**config.mk**
```make
export PLATFORM = sky130hd
export DESIGN_NAME = video_plane_fetch
export DESIGN_NICKNAME = d
export VERILOG_FILES = /design/src/rtl/video_plane_fetch.sv
export SDC_FILE = /design/constraint.sdc
export NUM_CORES = 1
export LEC_CHECK = 0
export ABC_AREA = 1
export ABC_CLOCK_PERIOD_IN_PS = 2080
export BUFFER_PORTS_ARGS = -buffer_cell sky130_fd_sc_hd__buf_2
export CAP_MARGIN = 40
export CORE_ASPECT_RATIO = 1.25
export CORE_UTILIZATION = 60
export DETAILED_ROUTE_END_ITERATION = 7
export GPL_ROUTABILITY_DRIVEN = 0
export GPL_TIMING_DRIVEN = 1
export PLACE_DENSITY = 0.93
export SETUP_SLACK_MARGIN = 0.15
export SLEW_MARGIN = 20
export SYNTH_ARGS = -nofsm -noshare
export SYNTH_HDL_FRONTEND = slang
export SYNTH_SLANG_ARGS = --single-unit
export TNS_END_PERCENT = 5
```
**constraint.sdc**
```tcl
create_clock -name clk24 -period 2.08 [get_ports clk24]
set_input_delay 0.416 -clock clk24 [delete_from_list [all_inputs] [get_ports clk24]]
set_output_delay 0.416 -clock clk24 [all_outputs]
set_load 0.005 [all_outputs]
```
**src/rtl/video_plane_fetch.sv**
```systemverilog
`default_nettype none
// ============================================================================
// video_plane_fetch : bit-plane SRAM fetch with ping-pong pixel serialiser
// Rev 1.0
// ============================================================================
module video_plane_fetch #(
    parameter int PLANES       = 4,
    parameter int COLW         = 5,
    parameter int ROWW         = 8,
    parameter int HS_COL       = 26,
    parameter int BORDER_DELAY = 4
) (
    input  logic              clk24,
    input  logic              reset_n,
    input  logic              ce12,
    input  logic              video_slice,
    input  logic              hsync_n,
    input  logic [ROWW-1:0]   fb_row,
    input  logic              mode512,
    input  logic [7:0]        sram_dq,
    output logic [15:0]       sram_addr,
    output logic [PLANES-1:0] coloridx,
    output logic              borderx,
    output logic              phase
);

    localparam int c_PB = $clog2(PLANES);

    logic [c_PB:0]             r_slot;
    logic [COLW-1:0]           r_column;
    logic                      r_phase;
    logic                      r_border_raw;
    logic [BORDER_DELAY-1:0]   r_bdly;
    logic [PLANES-1:0]         r_wr;
    logic [15:0]               r_addr;
    logic [PLANES-1:0]         r_color;

    logic [PLANES-1:0]         w_pbit;
    logic [PLANES-1:0]         w_color_256;
    logic [PLANES-1:0]         w_color_512;
    logic                      w_group_end;

    assign w_group_end = video_slice && (r_slot == '1);

    // Two slots per plane; the even slot raises that plane's load strobe
    always_ff @(posedge clk24) begin
        if (!reset_n) begin
            r_slot       <= '0;
            r_column     <= '0;
            r_phase      <= 1'b0;
            r_border_raw <= 1'b0;
            r_wr         <= '0;
            r_addr       <= '0;
        end else begin
            for (int p = 0; p < PLANES; p++) begin
                r_wr[p] <= video_slice && !r_slot[0] && (r_slot[c_PB:1] == c_PB'(p));
            end
            if (video_slice) begin
                r_slot <= r_slot + 1'b1;
                r_addr <= {1'b1, r_slot[c_PB:1], r_column, fb_row};
            end
            if (w_group_end) begin
                r_phase <= ~r_phase;
                if (r_column == '0) begin
                    r_border_raw <= ~r_border_raw;
                end
                if (!hsync_n) begin
                    r_column <= COLW'(HS_COL);
                end else begin
                    r_column <= r_column + 1'b1;
                end
            end
        end
    end

    always_ff @(posedge clk24) begin
        if (!reset_n) begin
            r_bdly <= '0;
        end else begin
            r_bdly[0] <= r_border_raw;
            for (int i = 1; i < BORDER_DELAY; i++) begin
                r_bdly[i] <= r_bdly[i-1];
            end
        end
    end

    // Per-plane ping-pong: the loading bank never shifts
    for (genvar p = 0; p < PLANES; p++) begin : g_plane
        logic [7:0] r_sha;
        logic [7:0] r_shb;

        always_ff @(posedge clk24) begin
            if (!reset_n) begin
                r_sha <= '0;
                r_shb <= '0;
            end else if (r_phase) begin
                if (r_wr[p]) r_sha <= sram_dq;
                if (ce12)    r_shb <= {r_shb[6:0], 1'b0};
            end else begin
                if (r_wr[p]) r_shb <= sram_dq;
                if (ce12)    r_sha <= {r_sha[6:0], 1'b0};
            end
        end

        assign w_pbit[p]                 = r_phase ? r_shb[7] : r_sha[7];
        assign w_color_256[PLANES-1-p]   = w_pbit[p];
    end

    if (PLANES == 2) begin : g_c512_two
        assign w_color_512 = {w_pbit[1], w_pbit[0]};
    end else begin : g_c512_multi
        assign w_color_512 = {{(PLANES-2){1'b0}},
                              (ce12 ? {w_pbit[1], w_pbit[0]} : {w_pbit[2], w_pbit[3]})};
    end

    always_ff @(posedge clk24) begin
        if (!reset_n) begin
            r_color <= '0;
        end else begin
            r_color <= mode512 ? w_color_512 : w_color_256;
        end
    end

    assign sram_addr = r_addr;
    assign coloridx  = r_color;
    assign borderx   = r_bdly[BORDER_DELAY-1];
    assign phase     = r_phase;

endmodule
`default_nettype wire

```
* Yosys cells after proc, flatten, opt, wreduce, memory -nomap -nowiden
Index checks and enable logic that the tools add are counted.
** Operators by class
- Add/subtract/negate cells :: 2
- Eq/ne operators :: 9
- Mux-type cells :: 27
- Bitwise logic cells :: 3
- Reduce and logical (&&, ||, !) cells :: 24
** Operators by type and width (count)
- 2-to-1 mux 8 bit :: 20
- AND reduction 2 bit :: 9
- nonzero test 2 bit :: 5
- inequality test 2 x 1 -> 1 bit (second input constant) :: 4
- logical AND 1 bit :: 6
- adder 5 x 1 -> 5 bit (second input constant) :: 1
- logical NOT 5 bit :: 1
- 2-to-1 mux 5 bit :: 1
- equality test 2 bit (second input constant) :: 2
- 2-to-1 mux 1 bit :: 4
- 2-to-1 mux 2 bit :: 2
- adder 3 x 1 -> 3 bit (second input constant) :: 1
- equality test 3 bit (second input constant) :: 1
- NOT 1 bit :: 3
- equality test 2 x 1 -> 1 bit (second input constant) :: 1
- logical NOT 2 bit :: 1
- inequality test 2 bit (second input constant) :: 1
- OR reduction 2 bit :: 1
- logical NOT 1 bit :: 1
** Storage, ports and cells
- Flip-flop bits (word level) :: 102
- Input port bits :: 22
- Output and inout bits :: 22
- Logic and storage cells :: 82

* Depth between registers and ports, before layout
Gate-level depths: netlist of run 1.
- Depth in word-level cells :: 3
- Depth in mapped cells :: 7
- Mapped depth without buffers :: 7

* Worst setup path before layout of run 1
Ideal clock, no wire load.
- Kind :: register -> register
- From :: register r_slot[1]
- To :: register r_column[0]
- Library setup time :: 0.070 ns
- Data arrival time :: 1.117 ns
- Data required time :: 2.010 ns
- Setup slack :: 0.894 ns
- Stages on the path, launching flop included :: 8
- Path buffers :: 0
- Clock period less this slack :: 1.186 ns
- Cells stage by stage :: dfxtp_1 ha_1 ha_1 nand2_2 inv_1 nand2_1 nand2_1 a21oi_1
** On the way
- Longest elaborated chain between the ends :: 2
** Ends and longest elaborated chain
- from (decl) :: line 29 : logic [c_PB:0] r_slot;
- from (signal assigned) :: line 59 : r_slot <= r_slot + 1'b1;
- equality test 3 bit :: line 43 : assign w_group_end = video_slice && (r_slot == '1);
- logical AND 1 bit :: line 43
- to (signal assigned) :: line 68 : r_column <= COLW'(HS_COL);
- to (signal assigned) :: line 70 : r_column <= r_column + 1'b1;
- to (decl) :: line 30 : logic [COLW-1:0] r_column;
No other way between the ends.
A chain may end at the register's enable or synchronous reset.

* Final worst setup path of run 1
- From :: register r_phase, in the netlist phase
- To :: output port phase
** RTL lines
- from (decl) :: line 31 : logic r_phase;
- from (signal assigned) :: line 63 : r_phase <= ~r_phase;
- to (decl) :: line 24 : output logic phase
No word-level cell between the ends.

==> results.toml, run 1 <==
[setup_path]
path_cells = "buf_4, buf_2"
crit_path_start_kind = "register"
critPathArrivalTime_ns = 1.37
required_ns = 1.66
worstSetupEndpointType = "primary output"
critical_path_class = "reg -> out"
max_stage_delay_ns = 0.43
crit_path_max_fanout = 47
slowest_stage = "buf_4"

[clock_tree]
htreeDepth = 3
clock_sinks = 102
clk_pin_slew_worst_paths_ns = 0.10
cts_tree = "done"
clock_path_buffers = 2
post_cts_buffers = 0
cts_hold_buf = 0
cts_root_buf = "clkbuf_8"
insertion_delay_ns = 0.37
ctsResizeCount = 0
cts_buffers = 9

[layout]
layout_commonest_cell = "dfxtp_1"
regArea_um2 = 2040
drive_gt1_share_pct = 14.5
num_antenna_cells = 0
multi_input_area_um2 = 1870
final-instance-count-excl-fill = 610
design_area_um2 = 4630
fin_nets = 544
area_delta_synth_final_pct = 9.78
layout_common_cells = "dfxtp_1 (102), nand2_1 (100), nand3_1 (65), o211a_1 (51), buf_2 (43)"
fin_util_pct = 69.3
fillCellCount = 532

[sta]
slew_violations = 0
fin_hold_ws_ns = 0.252
setup_viol = 0
rsz0062_at_grt = "false"
fin_skew_ns = 0.00862
clock.fmax_mhz = 561
slew_headroom_pct = 48.5
tightestPinTransition_ns = 0.771
finalCriticalPeriod_ns = 1.78
finalCritPeriodShare_pct = 85.8
hold_viol = 0
fin_setup_tns_ns = 0

[yosys]
ys_warn_count = 0
synth_area_um2 = 4220
synth_cell_types = 26
synth-edff-count = 0
ys_ff_latch = 102
seq_area_frac_synth_pct = 48.4
synth.avg_cell_area_um2 = 8.60
ys.flop_type = "dfxtp_1"
synthArstFlopShare_pct = 0
synthCells = 491
synth_fp_nets = 517

[floorplan]
initial_utilization_pct = 63.1
dieWidth_um = 77.0
rows = 33
die_h_um = 95.8
core_um2 = 6690
io_pins = 44
die-area_um2 = 7380

[pwr]
p_per_area_nw_per_um2 = 862
vdd_drop_max_mv = 0.575
leakage_nw = 2.30

[status]
status = "finished clean"

[run]
cap_violations = 0

[global_route]
overflow = 0
grt_max_degree = 48
grt_pass1_vias = 3269
grt_pass1_wl_mm = 14.6
grt_usage_pct = 25.1
antenna_found_initial = 1

[route]
routed_wl_mm = 8.92
vias = 3563
wl_per_cell_um = 14.6
drt_iter0_markers = 219
first_pass_iters = 5
ant_nets = 0
drt-vias-per-instance = 5.84
drc = 0

[placement]
dpl.hpwl_mm = 5.85
dp.cells = 594
place_area_um2 = 4360
numPortBuffers = 43

[min_path]
hold_path.class = "in -> reg"
==> synthesized netlist by cell type, types with 3 or more instances <==
cell type	number	area share (%)
dfxtp_1	102	48
nand2_1	100	8.9
nand3_1	65	7.7
o211a_1	51	12
nor2_1	35	3.1
inv_1	24	2.1
a21oi_1	21	2.5
o21ai_0	19	2.3
buf_2	15	1.8
buf_6	9	2.4
nand2_4	6	1.6
clkbuf_1	5	0.44
nand2_2	5	0.74
a211oi_1	4	0.71
ha_1	4	1.2
nor4_1	4	0.59
o21a_1	4	0.71
o22ai_1	4	0.59
nor3_1	3	0.36
==> metal layers <==
metal  share of wire, %  vias to the layer above  global-route usage (%)  routed length, um
li1                   -                     1735                       -                  -
met1                 42                     1687                    29.1               3770
met2                 50                      117                    44.9               4430
met3                5.4                       22                    4.74                483
met4                2.4                        2                    11.6                217
met5               0.13                        -                       0                 12
==> state kept, by name, indices dropped and copies added (netlist names), 3 cells and up <==
register and flops:
g_plane.r_sha 32, r_slot 3, r_column 5, r_bdly 4, coloridx 4, g_plane.r_shb 32, r_wr 4, sram_addr 16
==> where the power goes <==
| part | leakage (nW) | switching (mW) | internal [mW] |
|---|---|---|---|
| Sequential | 0.834 | 0.0481 | 2.04 |
| Clock | 0.130 | 0.682 | 0.926 |
| Combinational | 1.34 | 0.177 | 0.121 |
| Total | 2.30 | 0.907 | 3.09 |
==> critical path, delay by kind of cell, from the launching register on <==
kind | cells | cell delay [ns]
flip-flops | 1 | 0.37
buffers and inverters | 2 | 0.63
==> final timing paths <==
kind,slack (ns),cells after the start,to,from
min reg2reg,0.42,2,r_bdly[3],r_bdly[2]
max,0.30,2,phase,phase
max reg2reg,0.32,5,g_plane[2].r_sha[6],phase
min,0.25,2,coloridx[3],mode512
==> logic make-up (layout without fill, tap and decap cells) <==
kind of cell,count (synthesis),after routing,share of synthesized area (%)
DFF,102,102,48.4
buffers and inverters,57,89,7.29
AOI/OAI and AO/OA,106,106,19.3
and+or+nand+nor,220,220,23.3
muxes,2,2,0.474
adders and majority gates,4,4,1.19
==> stage by stage <==
| step | worst slack [ns] | total power [mW] |
|---|---|---|
| final | 0.296 | 3.99 |
| after detailed placement | 0.419 | 2.42 |
| after global routing | 0.200 | 4.13 |
| after CTS | 0.278 | 4.00 |
| after floorplan | 0.894 | 2.34 |
| after global placement | 0.488 | 2.40 |
==> cell type report <==
class	count	share of cell area, %
flip-flops and latches	102	44.1
multi-input cells	332	40.4
repair buffers	47	5.29
clock inverters	7	3.13
clock buffers	9	2.67
well taps	87	2.35
inverters	26	2.11
(Power assumes the default switching activity.)
==> run 2, diff against run 1 <==
- RECOVER_POWER: default -> 50
==> run 2 against run 1 <==
Via count is 1.1% lower. Utilization is 0.34 points lower. First-iteration DRC count is 14% higher. Maximum frequency is 0.34% lower. Sequential power hardly changed. Design area is 0.49% lower. Count of clock-buffer cells in the layout stayed put. Power is 0.16% lower. Worst setup slack worse by 0.0061 ns. Largest power group unchanged.
==> results.toml, run 2 (synthesized netlist as in run 1, its figures left out) <==
[status]
status = "finished clean"

[floorplan]
rows = 33
die_h_um = 95.8
initial_utilization_pct = 63.1
io_pins = 44
die-area_um2 = 7380
core_um2 = 6690
dieWidth_um = 77.0

[min_path]
holdPathStages = 2
hold_path.class = "in -> reg"

[setup_path]
crit_path_max_fanout = 47
critPathArrivalTime_ns = 1.37
r2r_cells = 5
critical_path_class = "reg -> out"
required_ns = 1.66
worstSetupEndpointType = "primary output"
crit_path_start_kind = "register"
reg2reg_setup_slack_ns = 0.31

[pwr]
p_per_area_nw_per_um2 = 865
leakage_nw = 2.26
vdd_drop_max_mv = 0.574

[placement]
dpl.hpwl_mm = 5.85
dp.cells = 594
place_ws_ns = 0.419
numPortBuffers = 43

[sta]
setup_viol = 0
clock.fmax_mhz = 559
setup_ws_ns = 0.290
fin_setup_tns_ns = 0
finalCritPeriodShare_pct = 86.0
hold_viol = 0
finalCriticalPeriod_ns = 1.79
tightestPinTransition_ns = 1.22
slew_violations = 0
slew_headroom_pct = 18.9
fin_skew_ns = 0.00978
rsz0062_at_grt = "false"

[global_route]
antenna_found_initial = 1
groute.layer.met2.usage_pct = 44.9
met1_usage_pct = 29.1
grt_busiest_layer = "met2"
grt_use_met3_pct = 4.74
grt_pass1_wl_mm = 14.6
overflow = 0
grt_max_degree = 48
grt_pass1_vias = 3269
grt_usage_pct = 25.1

[layout]
area_delta_synth_final_pct = 9.25
layout_common_cells = "dfxtp_1 (102), nand2_1 (101), nand3_1 (65), o211a_1 (51), nor2_1 (35)"
layout_commonest_cell = "dfxtp_1"
num_antenna_cells = 0
drive_gt1_share_pct = 12.0
final-instance-count-excl-fill = 610
fin_nets = 544

[route]
wl_per_cell_um = 14.6
first_pass_iters = 5
ant_nets = 0
vias = 3524
drt_iter0_markers = 249
drt-vias-per-instance = 5.78
drc = 0
routed_wl_mm = 8.91

[clock_tree]
clock_path_buffers = 2
insertion_delay_ns = 0.37
cts_hold_buf = 0
post_cts_buffers = 0
cts_buffers = 9
htreeDepth = 3
clk_pin_slew_worst_paths_ns = 0.10
ctsResizeCount = 0
clock_sinks = 102
cts_tree = "done"
cts_root_buf = "clkbuf_8"

[run]
cap_violations = 0
[run 2: changes by cell type in the layout (fill, tap and decap cells not counted)]
cell	delta
nand2_1	+1
nand2_2	-1
buf_4	-2
clkbuf_1	+12
buf_2	-11
clkbuf_2	+1
[run 2: final timing paths]
path,start,end
hold reg to reg,r_bdly[2],r_bdly[3]
setup reg to reg,phase,g_plane[2].r_sha[6]
hold / removal,mode512,coloridx[3]
setup / recovery,phase,phase
[run 2: per-layer routing]
metal / routed length (um) / part of all wire, %
met5: 12 / 0.13
met4: 197 / 2.2
met3: 436 / 4.9
met2: 4430 / 50
met1: 3830 / 43
[run 2: power breakdown]
group	internal, mW	switching, mW	leakage (nW)
combinational	0.117	0.177	1.29
clock	0.926	0.680	0.130
sequential	2.04	0.0481	0.834
[run 2: through the flow]
stage | instance area, um2 | hold WS (ns) | power (mW) | utilization (%)
finish | 4610 | 0.250 | 3.99 | 68.9
global route | 4610 | 0.249 | 4.12 | 68.9
CTS | 4630 | 0.246 | 4.00 | 69.3
detailed placement | 4360 | 0.400 | 2.42 | 65.2
global placement | 4360 | 0.394 | 2.40 | 65.2
floorplan | 4220 | 0.390 | 2.34 | -
[run 2: area by class of cell]
class	count	area [um2]
fill	543	2080
multi-input combinational	332	1870
clock inverter	7	145
sequential	102	2040
inverter	26	97.6
tap	87	109
timing repair buffer	47	225
clock buffer	9	124
[run 2: worst max-delay path: stages (launching register included)]
cell and delay [ns]:
dfxtp_1 0.37, buf_4 0.43, buf_2 0.20
